**src/rtl/sel_scan_mux_pkg.sv**
```systemverilog
// Shared types and constants for the selectable/scanning channel mux.
// Optional build macro: SEL_SCAN_MUX_CONT_SCAN_EN (continuous scan), used by sel_scan_mux.
package sel_scan_mux_pkg;

  // Scan sequencer states.
  typedef enum logic [1:0] {
    StIdle = 2'd0,
    StScan = 2'd1,
    StDone = 2'd2
  } scan_state_e;

  // Encoding of the mode input.
  localparam logic MODE_DIRECT = 1'b0;
  localparam logic MODE_SCAN   = 1'b1;

  // Select width for a given channel count; never narrower than one bit.
  function automatic int unsigned calc_sel_w(input int unsigned channels);
    int unsigned w;
    w = $clog2(channels);
    if (w < 1) begin
      w = 1;
    end
    return w;
  endfunction

endpackage

```
**src/rtl/sel_scan_ctr.sv**
```systemverilog
// Scan channel counter: load-to-zero, increment, hold, and wrap after CHANNELS-1.
// Wrapping at CHANNELS-1 keeps the count legal for non-power-of-two channel counts.
module sel_scan_ctr #(
  parameter int unsigned CHANNELS = 8,
  parameter int unsigned SEL_W    = 3
) (
  input  logic             clk_i,
  input  logic             rst_ni,
  input  logic             load_i,
  input  logic             inc_i,
  output logic [SEL_W-1:0] cnt_o,
  output logic             last_o
);

  localparam logic [SEL_W-1:0] LastCnt = SEL_W'(CHANNELS - 1);

  logic [SEL_W-1:0] cnt_q, cnt_d;

  // Next count: load wins over increment; otherwise hold.
  always_comb begin
    cnt_d = cnt_q;
    if (load_i) begin
      cnt_d = '0;
    end else if (inc_i) begin
      cnt_d = (cnt_q == LastCnt) ? '0 : cnt_q + 1'b1;
    end
  end

  // Count register.
  always_ff @(posedge clk_i or negedge rst_ni) begin
    if (!rst_ni) begin
      cnt_q <= '0;
    end else begin
      cnt_q <= cnt_d;
    end
  end

  assign cnt_o  = cnt_q;
  assign last_o = (cnt_q == LastCnt);

endmodule

```
**src/rtl/sel_scan_mux.sv**
```systemverilog
// Channel mux with direct select and an auto-scan sequencer; all outputs registered.
// Build macro SEL_SCAN_MUX_CONT_SCAN_EN: when defined the scan wraps and runs continuously,
// pulsing scan_done after every pass; when undefined a scan is a single pass.
module sel_scan_mux
  import sel_scan_mux_pkg::*;
#(
  parameter int unsigned WIDTH    = 1,
  parameter int unsigned CHANNELS = 8,
  localparam int unsigned SEL_W   = calc_sel_w(CHANNELS)
) (
  input  logic                      clk,
  input  logic                      rst_n,
  input  logic [CHANNELS*WIDTH-1:0] d,
  input  logic [SEL_W-1:0]          sel,
  input  logic                      en_bar,
  input  logic                      mode,
  input  logic                      scan_start,
  output logic [WIDTH-1:0]          y,
  output logic [WIDTH-1:0]          w,
  output logic [SEL_W-1:0]          ch_out,
  output logic                      valid,
  output logic                      scan_done
);

  scan_state_e state_q, state_d;

  logic [WIDTH-1:0] y_q, y_d, w_q;
  logic [SEL_W-1:0] ch_q, ch_d;
  logic             valid_q, valid_d;
  logic             wrap_q, wrap_d;
  logic             done_q;

  logic             ctr_load, ctr_inc;
  logic [SEL_W-1:0] cnt;
  logic             cnt_last;
  logic             sel_legal;

  // Channel slice lookup; an index outside 0..CHANNELS-1 yields zero.
  function automatic logic [WIDTH-1:0] pick(input logic [CHANNELS*WIDTH-1:0] data,
                                            input logic [SEL_W-1:0]          idx);
    logic [WIDTH-1:0] res;
    res = '0;
    for (int unsigned k = 0; k < CHANNELS; k++) begin
      if (idx == SEL_W'(k)) begin
        res = data[k*WIDTH +: WIDTH];
      end
    end
    return res;
  endfunction

  assign sel_legal = (32'(sel) < CHANNELS);

  sel_scan_ctr #(
    .CHANNELS (CHANNELS),
    .SEL_W    (SEL_W)
  ) u_ctr (
    .clk_i  (clk),
    .rst_ni (rst_n),
    .load_i (ctr_load),
    .inc_i  (ctr_inc),
    .cnt_o  (cnt),
    .last_o (cnt_last)
  );

  // Next-state and next-output decode for the sequencer and the direct path.
  always_comb begin
    state_d  = state_q;
    y_d      = '0;
    ch_d     = ch_q;
    valid_d  = 1'b0;
    wrap_d   = 1'b0;
    ctr_load = 1'b0;
    ctr_inc  = 1'b0;

    unique case (state_q)
      StIdle: begin
        if ((mode == MODE_SCAN) && scan_start && !en_bar) begin
          state_d  = StScan;
          ctr_load = 1'b1;
        end
      end
      StScan: begin
        if (mode == MODE_DIRECT) begin
          // Abort: no pass-complete marker, so no scan_done follows.
          state_d  = StIdle;
          ctr_load = 1'b1;
        end else if (!en_bar) begin
          y_d     = pick(d, cnt);
          ch_d    = cnt;
          valid_d = 1'b1;
          ctr_inc = 1'b1;
          if (cnt_last) begin
            wrap_d = 1'b1;
`ifdef SEL_SCAN_MUX_CONT_SCAN_EN
            state_d = StScan;
`else
            state_d = StDone;
`endif
          end
        end
        // en_bar high: pause with counter held and outputs blanked.
      end
      StDone: begin
        state_d = StIdle;
      end
      default: begin
        state_d = StIdle;
      end
    endcase

    // Direct select applies whenever mode is direct, including the abort cycle.
    if ((mode == MODE_DIRECT) && !en_bar) begin
      ch_d = sel;
      if (sel_legal) begin
        y_d     = pick(d, sel);
        valid_d = 1'b1;
      end
    end
  end

  // State and output registers; w is registered from ~y_d so it tracks ~y every cycle.
  always_ff @(posedge clk or negedge rst_n) begin
    if (!rst_n) begin
      state_q <= StIdle;
      y_q     <= '0;
      w_q     <= '1;
      ch_q    <= '0;
      valid_q <= 1'b0;
      wrap_q  <= 1'b0;
      done_q  <= 1'b0;
    end else begin
      state_q <= state_d;
      y_q     <= y_d;
      w_q     <= ~y_d;
      ch_q    <= ch_d;
      valid_q <= valid_d;
      wrap_q  <= wrap_d;
      // wrap_q is set alongside the last sample, so done lands one cycle after it.
      done_q  <= wrap_q;
    end
  end

  assign y         = y_q;
  assign w         = w_q;
  assign ch_out    = ch_q;
  assign valid     = valid_q;
  assign scan_done = done_q;

endmodule

```
**config.mk**
```make
export PLATFORM = sky130hd
export DESIGN_NAME = sel_scan_mux
export DESIGN_NICKNAME = d
export VERILOG_FILES = /design/src/rtl/sel_scan_mux_pkg.sv /design/src/rtl/sel_scan_ctr.sv /design/src/rtl/sel_scan_mux.sv
export SDC_FILE = /design/constraint.sdc
export NUM_CORES = 1
export LEC_CHECK = 0
export CAP_MARGIN = 20
export CORE_MARGIN = 3
export CORE_UTILIZATION = 48
export DETAILED_ROUTE_END_ITERATION = 10
export PLACE_DENSITY = 0.82
export SYNTH_ARGS = -nofsm -noshare
export SYNTH_HDL_FRONTEND = slang
export SYNTH_SLANG_ARGS = --single-unit
export TNS_END_PERCENT = 10
```
**constraint.sdc**
```tcl
create_clock -name clk -period 3.5 [get_ports clk]
set_input_delay 0.525 -clock clk [delete_from_list [all_inputs] [get_ports clk]]
set_output_delay 0.525 -clock clk [all_outputs]
set_load 0.005 [all_outputs]
```
# Yosys cells after proc, flatten, opt, wreduce, memory -nomap -nowiden
# Index checks and enable logic that the tools add are counted.
dict set report word_totals {
  ff_bits 13
  in_bits 16
}
dict set report classes {
  addsub 1
  n_eq_ne 19
  n_mux 43
  bitwise 2
  reduce_logical 12
}
# op n
set op_table {}
lappend op_table {{1-bit 2-to-1 mux} 30}
lappend op_table {{3-bit == test, second input constant} 8}
lappend op_table {{3-bit 2-to-1 mux} 7}
lappend op_table {{3-bit by 2-bit == test with 1-bit output, second input constant} 4}
lappend op_table {{2-bit 2-to-1 mux} 4}
lappend op_table {{3-bit by 1-bit == test with 1-bit output, second input constant} 2}
lappend op_table {{3-bit zero test} 2}
lappend op_table {{3-bit inequality test, second input constant} 2}
lappend op_table {{3-bit AND reduction} 2}
lappend op_table {{2-bit nonzero test} 3}
lappend op_table {{2-bit one-hot mux with 2 select lines} 1}
lappend op_table {{3-bit by 1-bit adder with 3-bit output, second input constant} 1}
lappend op_table {{1-bit logical AND} 3}
lappend op_table {{2-bit by 1-bit == test with 1-bit output, second input constant} 1}
lappend op_table {{2-bit zero test} 1}
lappend op_table {{2-bit by 1-bit inequality test with 1-bit output, second input constant} 1}
lappend op_table {{2-bit inequality test, second input constant} 1}
lappend op_table {{1-bit NOT} 2}
lappend op_table {{1-bit one-hot mux with 2 select lines} 1}
lappend op_table {{1-bit zero test} 1}

# Depth between registers and ports, before layout
# Gate-level depths: netlist of the first run.
dict set report logic_depth {
  word_depth 14
  mapped_depth 6
  depth_no_buf 6
}

# Cells and area by module
# From an unflattened synthesis of the first run, not the netlist that was laid out.
dict set report unflattened {
  hier_cells 55
  hier_area_um2 710.7
}
# module n_inst cells_per_inst area_each_um2 seq_area_each_um2
set by_module_without_submodules {}
lappend by_module_without_submodules {sel_scan_mux 1 43 559.3 251.5}
lappend by_module_without_submodules {sel_scan_ctr 1 12 151.4 75.1}

# Worst setup path after synthesis of the first run
# Ideal clock, no wire load.
dict set report synth_timing {
  kind {input to register}
  from {in sel[0]}
  to {reg w_q (netlist: w)}
  setup_ps 62
  arrival_ps 1493
  t_required_ps 3438
  setup_slack_ps 1945
  cell_stages 4
  path_buffers 0
  path_cell_list {mux4_1 -> mux2_2 -> nand2_1 -> and3_1}
}
dict set report synth_between {
  elab_chain_len 11
  word_cells_on_any_way 18
  classes_between {eq/ne: 7; mux: 9; bitwise: 1; reduce/logical: 1}
}
# element line
set synth_rtl {}
lappend synth_rtl {{start: declaration} sel_scan_mux.sv:14} ;# input logic [SEL_W-1:0] sel,
lappend synth_rtl {{3-bit zero test} sel_scan_mux.sv:44} ;# if (idx == SEL_W'(k)) begin
lappend synth_rtl {{1-bit 2-to-1 mux (7 in series)} sel_scan_mux.sv:44}
lappend synth_rtl {{1-bit 2-to-1 mux *} sel_scan_mux.sv:44}
lappend synth_rtl {{1-bit 2-to-1 mux *} sel_scan_mux.sv:112} ;# if ((mode == MODE_DIRECT) && !en_bar) begin
lappend synth_rtl {{1-bit NOT *} sel_scan_mux.sv:134} ;# w_q <= ~y_d;
lappend synth_rtl {{end signal: assignment} sel_scan_mux.sv:134}
lappend synth_rtl {{end: declaration} sel_scan_mux.sv:27} ;# logic [WIDTH-1:0] y_q, y_d, w_q;
# Every way passes the cells marked *; elsewhere a longest branch is shown, timed or not.
# A chain may end at the register's enable or synchronous reset.

# Worst setup path in the final report of the first run
dict set report layout_timing {
  from {in en_bar}
  to {reg w_q (netlist: w)}
}
dict set report layout_between {
  elab_chain_len 5
  word_cells_on_any_way 7
  classes_between {mux: 4; bitwise: 1; reduce/logical: 2}
}
# element line
set layout_rtl {}
lappend layout_rtl {{start: declaration} sel_scan_mux.sv:15} ;# input logic en_bar,
lappend layout_rtl {{1-bit 2-to-1 mux} sel_scan_mux.sv:87} ;# end else if (!en_bar) begin
lappend layout_rtl {{1-bit 2-to-1 mux} sel_scan_mux.sv:83} ;# if (mode == MODE_DIRECT) begin
lappend layout_rtl {{1-bit 2-to-1 mux} sel_scan_mux.sv:75} ;# unique case (state_q)
lappend layout_rtl {{1-bit 2-to-1 mux *} sel_scan_mux.sv:112}
lappend layout_rtl {{1-bit NOT *} sel_scan_mux.sv:134}
# Marks and branches as above.

==> out/summary.txt, run 1 <==
Outcome - finished, final reports clean
Relative contribution of combinational cells to total power - 23.8%
Number of nets in the layout - 122
Cells along the critical path - clkdlybuf4s50_1 > nand4bb_1 > a2111oi_0 > nand3_1 > and3_1
Leak - 0.000423 µW
Routability cong. - 0.859
Total power consumption of the routed design - 345 µW
Clock Root Buffer - sky130_fd_sc_hd__clkbuf_4
Gr ovfl total - 0
Mean routed wirelength per cell - 15.3 µm
Synth area leader - sky130_fd_sc_hd__dfrtp_1
Arrival time worst endpoint - 2340 ps
Async SR Flop Fraction - 100%
Commonest cells after routing, fill and taps aside - sky130_fd_sc_hd__clkdlybuf4s50_1, sky130_fd_sc_hd__dfrtp_1, sky130_fd_sc_hd__nor2_1
Net Sw Frac - 26.0%
Via total after detailed routing - 642
TritonCTS clock tree - built
Crit path max-delay cell type - sky130_fd_sc_hd__a2111oi_0
Total instance count after detailed placement - 110
Peak ir drop on the vdd network - 0.253 mV
Layout overhead on the synthesized area - 34.3%
Startpoint type of the worst setup path - input port
Psw - 89.6 µW
Number of buffers inserted by port buffering - 22
Post-cts hold buffer count - 0
Number of pins exceeding their max-slew limit in the final report - 0
Total negative setup slack - 0 ps
Count of placed standard cells in the final layout, fillers left out - 114
Required time of the critical path - 3710 ps
Number of CTS-inserted buffers - 3
Fin crit share - 60.7%
H-tree level count - 1
Maximum number of pins on one net before global-route repair - 14
CTS-repair resized insts - 0
Layout cell share with drive strength beyond 1 - 6.06%
CTS sink count - 13
Total nets after synthesis - 96
Areal power density over the cells - 339 mW/mm²
First-pass GRT wire length - 2.80 mm
Worst skew pair latency - 280 ps
Via count of the first global-routing pass - 607
Design internal power - 256 µW
Per-cell via count in the routed design - 5.63
Most common cell after layout, fill and taps aside - sky130_fd_sc_hd__clkdlybuf4s50_1
Worst slew margin relative to its limit - 63.2%
Dpl hpwl - 1.44 mm
Crit end category - flip-flop
Proportion of synthesized chip area in sequential cells - 43.1%
Worst Clk Skew - 4.03 ps
Count of boundary I/O pins - 23
Hold Fails Final Rpt - 0
Sum of routed wire length over all layers - 1.74 mm
Count of distinct cell types in the synthesized netlist - 27
Combined area of all synthesized cells - 758 µm²
Crit Path Max Fanout - 11
Tightest Hold Check Type - reg -> reg
# diodes - 0
Number of DRC markers in iteration 0 - 19
RSZ-0062 raised after global routing - no
Fraction of post-synthesis cell area in the top cell type by area - 39.6%
Number of maximum-capacitance violations - 0
Initial Utilization - 54.8%
Site Rows - 13
Fin crit period - 2130 ps
X dimension of the die - 45.7 µm
Routed Antenna Nets - 0
Synthesized area per cell - 10.2 µm²
Count of final setup violators - 0
Cells after Synth - 74
Predominant post-synthesis flop cell - sky130_fd_sc_hd__dfrtp_1
DIE AREA - 0.00209 mm²
Die height - 45.7 µm
Slowest Stage Delay on Critical Path - 510 ps
Path type of the worst setup path - in -> reg
Top cells by area in the synthesized netlist - sky130_fd_sc_hd__dfrtp_1, sky130_fd_sc_hd__ha_1, sky130_fd_sc_hd__mux4_1
Sequential fraction of design power - 50.0%
Total Routing Usage GR - 19.3%
Post-CTS repair timing setup buffer count - 0
Fill cells - 109
FF+latch count, synth - 13
Max Root-Sink Buffers - 2
Post-synth EDFFs - 0
Initial antenna violation count - 0
First drt pass iteration count - 4
YS warnings - 0
Slew at the pin closest to its max-slew limit - 550 ps
Combined area of the multi-input logic cells - 415 µm²
Highest achievable clock rate - 470 MHz
Post-CTS clock slew at the launch and capture registers of the worst setup and hold paths - 70 ps
Sequential Area - 327 µm²
Relative contribution of the clock network to total power - 26.2%
Core Area - 0.00138 mm²
Remaining DRCs - 0
[critical path: cells and delay by family]
family                 cells  cell delay [ps]
and+or+nand+nor            3              810
AOI/OAI and AO/OA          1              510
buffers and inverters      1              500
[state kept, by name, indices dropped and copies added (netlist names)]
name         cells
wrap_q           1
valid            1
ch_out           3
state_q          2
scan_done        1
y                1
u_ctr.cnt_o      3
w                1
[cells in the mapped netlist (2+ instances only)]
library cell               number
sky130_fd_sc_hd__dfrtp_1       12
sky130_fd_sc_hd__nor3b_1        3
sky130_fd_sc_hd__nand2_1        5
sky130_fd_sc_hd__nand3_1        2
sky130_fd_sc_hd__mux4_1         2
sky130_fd_sc_hd__o21ai_0        6
sky130_fd_sc_hd__nor2_1         9
sky130_fd_sc_hd__inv_1          3
sky130_fd_sc_hd__and2_1         2
sky130_fd_sc_hd__ha_1           6
sky130_fd_sc_hd__nand3b_1       2
sky130_fd_sc_hd__nor2b_1        2
sky130_fd_sc_hd__a21oi_1        6
[metrics by stage]
stage                     instance area (µm²)  utilization, %  setup WS (ps)  hold WS, ps
after global routing                     1020            73.7           1230          388
final                                    1020            73.7           1370          360
after floorplan                           758               -           1950          229
after CTS                                1020            73.7           1400          367
after detailed placement                  992            71.8           1110          341
after global placement                    992            71.8           1190          337
[final timing paths]
kind | end | from | depth (start not counted) | slack (ps)
setup reg to reg | w | state_q[1] | 4 | 1760
hold reg to reg | scan_done | wrap_q | 0 | 360
setup / recovery | w | en_bar | 5 | 1370
min in group asynchronous | wrap_q | rst_n | 1 | 600
max in group asynchronous | w | rst_n | 1 | 2530
hold / removal | scan_done | wrap_q | 0 | 360
[cell type report]
class	count	share of cell area, %
clock buffers	4	2.58
inverters	3	1.11
multi-input cells	57	40.8
flip-flops and latches	13	32.1
well taps	15	1.84
repair buffers	22	21.6
[logic make-up after synthesis]
logic type / share of synthesized area, %
AND/OR/NAND/NOR: 23.1
multiplexers: 8.42
buffers and inverters: 2.14
adder cells (fa/ha/maj): 9.90
AO/OA/AOI/OAI: 13.4
flip-flops: 43.1
[per-layer routing]
layer / GRT usage (%) / up-vias / routed length (µm)
li1: - / 324 / -
met1: 23.4 / 295 / 763
met5: 0 / - / 0
met3: 6.32 / 5 / 95
met2: 32.0 / 18 / 856
met4: 6.82 / 0 / 25
[power groups by stage]
stage / clock network (µW) / logic (µW) / registers (µW)
2_1_floorplan: 0 / 35.3 / 174
3_3_place_gp: 0 / 80.6 / 175
3_5_place_dp: 0 / 82.1 / 176
4_1_cts: 95.9 / 82.7 / 172
5_1_grt: 97.1 / 91.5 / 174
6_report: 90.6 / 82.1 / 173
No activity file was read; power rests on OpenSTA's default activity.
==> run 2, diff against run 1 <==
--- a/config.mk
+++ b/config.mk
@@ -6,10 +6,11 @@
 export NUM_CORES = 1
 export LEC_CHECK = 0
 export CAP_MARGIN = 20
+export CORE_ASPECT_RATIO = 0.7
 export CORE_MARGIN = 3
-export CORE_UTILIZATION = 48
+export CORE_UTILIZATION = 40
 export DETAILED_ROUTE_END_ITERATION = 10
-export PLACE_DENSITY = 0.82
+export PLACE_DENSITY = 0.73
 export SYNTH_ARGS = -nofsm -noshare
 export SYNTH_HDL_FRONTEND = slang
 export SYNTH_SLANG_ARGS = --single-unit
==> constraint.sdc (replaced) <==
create_clock -name clk -period 1.8 [get_ports clk]
set_input_delay 0.27 -clock clk [delete_from_list [all_inputs] [get_ports clk]]
set_output_delay 0.27 -clock clk [all_outputs]
set_load 0.005 [all_outputs]
==> out/summary.txt, run 2 (same netlist as run 1, synthesis figures left out) <==
# diodes - 0 (unchanged)
Max Root-Sink Buffers - 2 (unchanged)
Total Routing Usage GR - 16.8% (was 19.3%)
Post-CTS repair timing setup buffer count - 0 (unchanged)
Mean routed wirelength per cell - 14.8 µm (was 15.3 µm)
Initial antenna violation count - 0 (unchanged)
Peak ir drop on the vdd network - 0.478 mV (was 0.253 mV)
Fin crit period - 1650 ps
Worst Clk Skew - 2.01 ps (was 4.03 ps)
Site Rows - 12 (was 13)
Post-CTS clock slew at the launch and capture registers of the worst setup and hold paths - 80 ps (was 70 ps)
Via total after detailed routing - 663 (was 642)
Startpoint type of the worst setup path - flip-flop (was input port)
Core Area - 0.00168 mm² (was 0.00138 mm²)
Total instance count after detailed placement - 120 (was 110)
Count of placed standard cells in the final layout, fillers left out - 124 (was 114)
Per-cell via count in the routed design - 5.35 (was 5.63)
Crit Path Max Fanout - 5 (was 11)
Remaining DRCs - 0 (unchanged)
RSZ-0062 raised after global routing - no (unchanged)
Gr ovfl total - 0 (unchanged)
Areal power density over the cells - 643 mW/mm² (was 339 mW/mm²)
Number of buffers inserted by port buffering - 22 (unchanged)
CTS sink count - 13 (unchanged)
Clock Root Buffer - sky130_fd_sc_hd__clkbuf_4 (unchanged)
H-tree level count - 1 (unchanged)
Total power consumption of the routed design - 680 µW (was 345 µW)
Arrival time worst endpoint - 1870 ps (was 2340 ps)
Die height - 42.4 µm (was 45.7 µm)
Crit end category - flip-flop (unchanged)
First drt pass iteration count - 4 (unchanged)
First-pass GRT wire length - 3.07 mm (was 2.80 mm)
Placed inst area - 0.00103 mm² (was 992 µm²)
X dimension of the die - 58.0 µm (was 45.7 µm)
DIE AREA - 0.00246 mm² (was 0.00209 mm²)
Outcome - finished, final reports clean (unchanged)
Commonest cells after routing, fill and taps aside - sky130_fd_sc_hd__clkdlybuf4s50_1, sky130_fd_sc_hd__dfrtp_1, sky130_fd_sc_hd__nor2_1 (unchanged)
Layout cell share with drive strength beyond 1 - 9.71% (was 6.06%)
Count of boundary I/O pins - 23 (unchanged)
Number of DRC markers in iteration 0 - 15 (was 19)
Number of CTS-inserted buffers - 3 (unchanged)
Routability cong. - 0.738 (was 0.859)
Number of maximum-capacitance violations - 0 (unchanged)
Hold Fails Final Rpt - 0 (unchanged)
Maximum number of pins on one net before global-route repair - 14 (unchanged)
Leak - 0.000443 µW (was 0.000423 µW)
Worst skew pair latency - 280 ps (about the same)
Tightest Hold Check Type - in -> async (was reg -> reg)
TritonCTS clock tree - built (unchanged)
Path type of the worst setup path - reg -> reg (was in -> reg)
Worst slew margin relative to its limit - 62.3% (was 63.2%)
Highest achievable clock rate - 605 MHz
Required time of the critical path - 2010 ps (was 3710 ps)
Routed Antenna Nets - 0 (unchanged)
Number of nets in the layout - 126 (was 122)
Post-cts hold buffer count - 0 (unchanged)
Most common cell after layout, fill and taps aside - sky130_fd_sc_hd__clkdlybuf4s50_1 (unchanged)
Number of pins exceeding their max-slew limit in the final report - 0 (unchanged)
Sum of routed wire length over all layers - 1.84 mm (was 1.74 mm)
Via count of the first global-routing pass - 641 (was 607)
Layout overhead on the synthesized area - 39.4% (was 34.3%)
Dpl hpwl - 1.54 mm (was 1.44 mm)
Cell area after layout - 0.00106 mm² (was 0.00102 mm²)
Count of final setup violators - 0 (unchanged)
Slew at the pin closest to its max-slew limit - 563 ps (was 550 ps)
Initial Utilization - 45.1% (was 54.8%)
Fin crit share - 91.8%
## run 2: routing by layer
layer  vias up  share of wire [%]  wire length (µm)  GRT usage [%]
li1        332                  -                 -              -
met5         -                  0                 0              0
met3         4                5.9               109           5.54
met2        17                 51               937           30.0
met4         0               0.76                14           2.78
met1       310                 42               780           19.8
## run 2: power breakdown
part	internal (µW)	total (µW)	leakage [µW]	switching (µW)
logic	98.8	164	0.000259	65.3
registers	316	336	0.000169	20.2
clock network	86.0	180	0.0000150	93.8
## run 2: critical path, cell delays in order (launching register included)
cell,delay (ps)
sky130_fd_sc_hd__dfrtp_1,450
sky130_fd_sc_hd__ha_1,240
sky130_fd_sc_hd__ha_1,220
sky130_fd_sc_hd__a2111oi_1,340
sky130_fd_sc_hd__nand3_1,170
sky130_fd_sc_hd__and3_1,170
## run 2: cell type report
cell class	instances	area, µm²
Clock buffer	4	26.3
Timing Repair Buffer	26	250
Inverter	3	11.3
Sequential cell	13	327
Tap cell	21	26.3
Multi-Input combinational cell	57	417
Fill cell	160	624
## run 2: per-stage QoR
step / TNS, ps / utilization (%) / setup slack (ps) / hold WS [ps]
CTS: 0 / 62.8 / 109 / 354
global route: 0 / 62.9 / 38.2 / 373
finish: 0 / 62.9 / 147 / 352
detailed placement: -258 / 61.2 / -136 / 337
global placement: -120 / 61.2 / -65.7 / 334
floorplan: 0 / - / 275 / -25.6
## run 2: what timing repair did
action | 4_1_cts | 5_1_grt
hold endpoints to repair | 0 | 0
resized for setup | 0 | 2
setup endpoints to repair | 0 | 1
## run 2: final timing paths
kind,from,cells after the start,slack (ps),end
min in group clk,wrap_q,0,350,scan_done
min,rst_n,1,350,ch_out[0]
max reg2reg,u_ctr.cnt_o[1],5,150,w
min reg2reg,wrap_q,0,350,scan_done
max,u_ctr.cnt_o[1],5,150,w
max in group asynchronous,rst_n,1,1080,w
